`src/rtl/usrt_pkg.sv`:
```
// Shared USRT definitions: frame layout, parity-mode codes, transmit state encoding
// and the latched transmit request.
package usrt_pkg;

    localparam int FRAME_W   = 11;
    localparam int START_IDX = 0;
    localparam int PAR_IDX   = 9;
    localparam int STOP_IDX  = 10;
    localparam int IDX_W     = 4;

    localparam logic [1:0] PAR_NONE = 2'b00;

    typedef enum logic [1:0] {
        IDLE  = 2'd0,
        SHIFT = 2'd1,
        DONE  = 2'd2
    } tx_state_e;

    typedef struct packed {
        logic [FRAME_W-1:0] frame;
        logic               skip_par;
    } tx_req_t;

endpackage

```
`src/rtl/usrt_bit_timer.sv`:
```
// Bit-period counter for the USRT link: produces the bit clock phase and a strobe
// on the last cycle of each bit period. Holds at zero while not running.
module usrt_bit_timer #(
    parameter int CLKS_PER_BIT = 4,
    parameter int CNT_W        = 8
) (
    input  logic i_Pclk,
    input  logic i_Rst,
    input  logic i_Run,
    output logic o_Sclk,
    output logic o_Bit_End
);

    localparam logic [CNT_W-1:0] LAST = CNT_W'(CLKS_PER_BIT - 1);
    localparam logic [CNT_W-1:0] HALF = CNT_W'(CLKS_PER_BIT / 2);

    logic [CNT_W-1:0] cnt;

    always_ff @(posedge i_Pclk) begin
        if (i_Rst || !i_Run)
            cnt <= '0;
        else if (cnt == LAST)
            cnt <= '0;
        else
            cnt <= cnt + CNT_W'(1);
    end

    // Low first half, high second half: the partner's rising-edge sample lands mid-bit.
    assign o_Sclk    = i_Run && (cnt >= HALF);
    assign o_Bit_End = i_Run && (cnt == LAST);

endmodule

```
`src/rtl/usrt_tx_shifter.sv`:
```
// USRT transmit serializer: accepts one framed character, sends it LSB-first with a
// companion bit clock, optionally dropping the parity bit.
module usrt_tx_shifter
    import usrt_pkg::*;
#(
    parameter int CLKS_PER_BIT = 4,
    parameter int CNT_W        = 8
) (
    input  logic               i_Pclk,
    input  logic               i_Rst,
    input  logic [FRAME_W-1:0] i_Data,
    input  logic [1:0]         i_Parity,
    input  logic               i_Valid,
    output logic               o_Ready,
    output logic               o_Tx,
    output logic               o_Sclk,
    output logic               o_Busy,
    output logic               o_Done
);

    tx_state_e        state, state_nxt;
    tx_req_t          req_q;
    logic [IDX_W-1:0] idx, idx_nxt;
    logic             tx_q;
    logic             timer_sclk;
    logic             bit_end;
    logic             last_bit;

    usrt_bit_timer #(
        .CLKS_PER_BIT (CLKS_PER_BIT),
        .CNT_W        (CNT_W)
    ) u_bit_timer (
        .i_Pclk    (i_Pclk),
        .i_Rst     (i_Rst),
        .i_Run     (state == SHIFT),
        .o_Sclk    (timer_sclk),
        .o_Bit_End (bit_end)
    );

    assign last_bit = (idx == IDX_W'(STOP_IDX));

    // With parity skipped, the stop bit follows the last data bit directly.
    always_comb begin
        idx_nxt = idx + IDX_W'(1);
        if (req_q.skip_par && idx == IDX_W'(PAR_IDX - 1))
            idx_nxt = IDX_W'(STOP_IDX);
    end

    always_ff @(posedge i_Pclk) begin
        if (i_Rst)
            state <= IDLE;
        else
            state <= state_nxt;
    end

    always_comb begin
        state_nxt = state;
        case (state)
            IDLE:    if (i_Valid) state_nxt = SHIFT;
            SHIFT:   if (bit_end && last_bit) state_nxt = DONE;
            DONE:    state_nxt = IDLE;
            default: state_nxt = IDLE;
        endcase
    end

    always_comb begin
        o_Ready = 1'b0;
        o_Busy  = 1'b0;
        o_Done  = 1'b0;
        o_Sclk  = 1'b0;
        case (state)
            IDLE:    o_Ready = 1'b1;
            SHIFT: begin
                o_Busy = 1'b1;
                o_Sclk = timer_sclk;
            end
            DONE:    o_Done = 1'b1;
            default: o_Ready = 1'b0;
        endcase
    end

    // Frame is held whole and indexed, so the output bit is a clean flop.
    always_ff @(posedge i_Pclk) begin
        if (i_Rst) begin
            req_q <= '0;
            idx   <= '0;
            tx_q  <= 1'b1;
        end else begin
            case (state)
                IDLE: begin
                    tx_q <= 1'b1;
                    if (i_Valid) begin
                        req_q.frame    <= i_Data;
                        req_q.skip_par <= (i_Parity == PAR_NONE);
                        idx            <= '0;
                        tx_q           <= i_Data[START_IDX];
                    end
                end
                SHIFT: begin
                    if (bit_end) begin
                        if (last_bit) begin
                            idx  <= '0;
                            tx_q <= 1'b1;
                        end else begin
                            idx  <= idx_nxt;
                            tx_q <= req_q.frame[idx_nxt];
                        end
                    end
                end
                default: tx_q <= 1'b1;
            endcase
        end
    end

    assign o_Tx = tx_q;

endmodule

```
`config.mk`:
```
export PLATFORM = sky130hd
export DESIGN_NAME = usrt_tx_shifter
export DESIGN_NICKNAME = d
export VERILOG_FILES = /design/src/rtl/usrt_pkg.sv /design/src/rtl/usrt_bit_timer.sv /design/src/rtl/usrt_tx_shifter.sv
export SDC_FILE = /design/constraint.sdc
export NUM_CORES = 1
export LEC_CHECK = 0
export ABC_AREA = 0
export BUFFER_PORTS_ARGS = -buffer_cell sky130_fd_sc_hd__buf_2
export CAP_MARGIN = 20
export CORE_UTILIZATION = 50
export DETAILED_ROUTE_END_ITERATION = 12
export GPL_TIMING_DRIVEN = 1
export HOLD_SLACK_MARGIN = 0.03
export PLACE_DENSITY = 0.7
export SLEW_MARGIN = 25
export SYNTH_ARGS = -nofsm -noshare
export SYNTH_HDL_FRONTEND = slang
export SYNTH_HIERARCHICAL = 1
export SYNTH_SLANG_ARGS = --single-unit
```
`constraint.sdc`:
```
create_clock -name i_Pclk -period 2.7 [get_ports i_Pclk]
set_clock_uncertainty 0.1 [all_clocks]
set_input_delay 0.135 -clock i_Pclk [delete_from_list [all_inputs] [get_ports i_Pclk]]
set_output_delay 0.135 -clock i_Pclk [all_outputs]
set_load 0.02 [all_outputs]
```
==> impl_metrics.py <==
metrics = {
    "worst_setup_path": {
        "crit_chain": "inv_1 -> ha_1 -> nand2b_1 -> o21ai_0 -> a2111oi_1 -> a211o_1 -> a41oi_2",
        "startpoint_type": "flip-flop",
        "cp.arrival_ns": 2.47,
        "crit_required_ns": 2.80,
        "slowest_delay_ns": 0.53,
        "crit_path_top_delay_cell": "dfxtp_1",
        "crit_type": "flip-flop to flip-flop",
        "end_kind": "flip-flop",
        "worstPathMaxFanout": 9,
    },
    "final_layout": {
        "layout_common_cells": "29 x nand2_1, 27 x dfxtp_1, 23 x a21oi_1",
        "diodes": 0,
        "nNetsFinal": 224,
        "area_delta_synth_final_pct": 20.0,
        "final_common_cell": "nand2_1",
        "fillCellCount": 233,
        "drive_gt1_frac": 0.153,
    },
    "clock_network": {
        "cts_tree": "done",
        "numCtsBuffers": 3,
        "cts_resized": 0,
        "cts.sinks": 27,
        "clkTransAtPathRegs_ns": 0.14,
        "h-tree-depth": 1,
        "cts_buffer_depth": 2,
        "worstSkewPairLatency_ns": 0.32,
        "clock-root-buffer": "clkbuf_4",
    },
    "yosys": {
        "synth.avg_cell_area_um2": 7.96,
        "ys_warn_count": 6,
        "synth.distinct_cells": 38,
        "synth_seq_cells": 27,
        "syn_nets": 191,
        "syn_inst": 170,
        "yosysTopAreaCell": "dfxtp_1",
        "yosysSeqAreaShare": 0.400,
        "synth_top_area_share": 0.400,
        "synthesis.area_um2": 1350,
        "yosys-top-cells-area": "dfxtp_1 40%, a21oi_1 8.5%, nand2_1 8.0%",
    },
    "floorplan": {
        "initial_core_util": 0.536,
        "die_y_um": 54.0,
        "ioPinCount": 21,
        "rows": 18,
        "core_area_um2": 2520,
        "die-area_um2": 2920,
        "die-width_um": 54.0,
    },
    "sta": {
        "hold_viol": 0,
        "slew_headroom": 0.613,
        "finalWorstSetupSlack_ns": 0.329,
        "setup_viol": 0,
        "maxSlewViolCount": 0,
        "rsz0062_at_grt": "false",
        "fin_crit_ns": 2.37,
        "clock.fmax_mhz": 422,
        "setup_tns_ns": 0,
        "tightest_slew_ns": 0.580,
        "fin_crit_sh": 0.878,
    },
    "flow_run": {
        "maxCapViolations": 0,
    },
    "route": {
        "ant_nets": 0,
        "wl_per_cell_um": 12.3,
        "drtIter0Drc": 39,
        "dr_total_vias": 1271,
        "dr.pass1.iters": 4,
        "viasPerCell": 5.48,
        "wl_um": 2840,
        "post-route-drc-count": 0,
    },
    "global_routing": {
        "grt_pass1_vias": 1069,
        "grt_max_degree": 21,
        "grtUsageTotal": 0.218,
        "grt_overflow": 0,
        "antenna_found_initial": 0,
        "grt_pass1_wl_um": 4650,
    },
    "min_path": {
        "hold_class": "input pin to flip-flop",
    },
    "placement": {
        "port_buffers": 20,
        "place_hpwl_um": 2010,
        "preCtsSetupSlack_ns": 0.385,
        "gp_congestion": 0.901,
    },
    "power_and_ir_drop": {
        "powerDensity_nw_per_um2": 442,
        "vdd_ir_drop_max_v": 0.000390,
        "leakagePower_nw": 0.624,
    },
    "status": {
        "status": "completed",
    },
}
==> state kept, by name (all words and copies together) (netlist names) <==
register,count
o_Tx,1
state,2
idx,4
req_q,12
u_bit_timer/cnt,8
==> critical path: cells and delay by family (launching register included) <==
family | cells | cell delay [ns]
fa+ha+maj | 1 | 0.52
flops | 1 | 0.53
buf+inv | 1 | 0.17
compound gates | 4 | 0.78
simple gates | 1 | 0.15
==> synth_stat cells, drive strengths merged <==
master,instances
and2,2
dfxtp,27
nor3b,2
and2b,1
mux2i,4
nand3b,1
nor4b,1
or3,3
o2111ai,1
ha,5
a41oi,1
a311o,1
nand3,5
o21ai,7
nand2b,3
a2111oi,1
xor2,3
a21boi,1
nor3,6
clkbuf,4
o32ai,1
inv,5
and4b,1
buf,2
nor2b,2
nor2,21
a21o,1
nand2,29
a21oi,24
nand4,1
and3,2
a211o,1
a41o,1
==> path summary, 6_finish.rpt <==
check / start / to / slack, ns / depth (start not counted)
worst min register to register: req_q[6]$_SDFFE_PP0P_ / req_q[6]$_SDFFE_PP0P_ / 0.37 / 2
worst max register to register: idx[0]$_SDFFE_PP0P_ / o_Tx$_SDFFE_PP1P_ / 0.33 / 7
worst max-delay path: idx[0]$_SDFFE_PP0P_ / o_Tx$_SDFFE_PP1P_ / 0.33 / 7
worst min-delay path: i_Rst / req_q[0]$_SDFFE_PP0P_ / 0.11 / 2
==> through the flow <==
step | utilization | std cells | instance area, um2 | hold slack [ns] | total power [W]
finish | 0.643 | 232 | 1620 | 0.107 | 0.000717
global route | 0.643 | 232 | 1620 | 0.109 | 0.000753
CTS | 0.643 | 232 | 1620 | 0.0936 | 0.000724
detailed placement | 0.581 | 215 | 1470 | 0.280 | 0.000540
global placement | 0.581 | 215 | 1470 | 0.275 | 0.000537
floorplan | - | 170 | 1350 | 0.171 | 0.000506
==> cells by family (layout without fill, tap and decap cells) <==
group                      after synthesis  after routing  synth area share
AOI/OAI and AO/OA                       40             40             0.183
and+or+nand+nor                         80             80             0.285
muxes                                    4              4            0.0296
DFF                                     27             27             0.400
xor gates and xnor gates                 3              3            0.0194
adders and majority gates                5              5            0.0463
buffers and inverters                   11             43            0.0370
==> power breakdown <==
group | leakage, nW | switching [W] | total [W] | internal, W
logic | 0.389 | 0.0000648 | 0.000117 | 0.0000524
clock network | 0.0150 | 0.000113 | 0.000171 | 0.0000578
registers | 0.220 | 0.0000138 | 0.000429 | 0.000415
total | 0.624 | 0.000191 | 0.000717 | 0.000526
==> metal layers <==
metal / vias to the layer above / wire, um / GRT usage
met3: 4 / 100 / 0.0282
met2: 34 / 1250 / 0.340
met4: 0 / 23 / 0.0726
met5: - / 0 / 0
met1: 576 / 1470 / 0.307
li1: 657 / - / -
==> layout make-up <==
cell class | count | area, um2 | area share
multi-input combinational | 132 | 762 | 0.470
timing repair buffer | 34 | 238 | 0.146
tap | 30 | 37.5 | 0.0231
sequential | 27 | 541 | 0.333
inverter | 5 | 18.8 | 0.0116
clock buffer | 4 | 26.3 | 0.0162
==> what timing repair did <==
| action | in CTS | in global routing |
|---|---|---|
| setup buffers | 0 | 0 |
| hold endpoints to repair | 12 | 0 |
| hold buffers | 13 | 0 |
(Power assumes the default switching activity.)
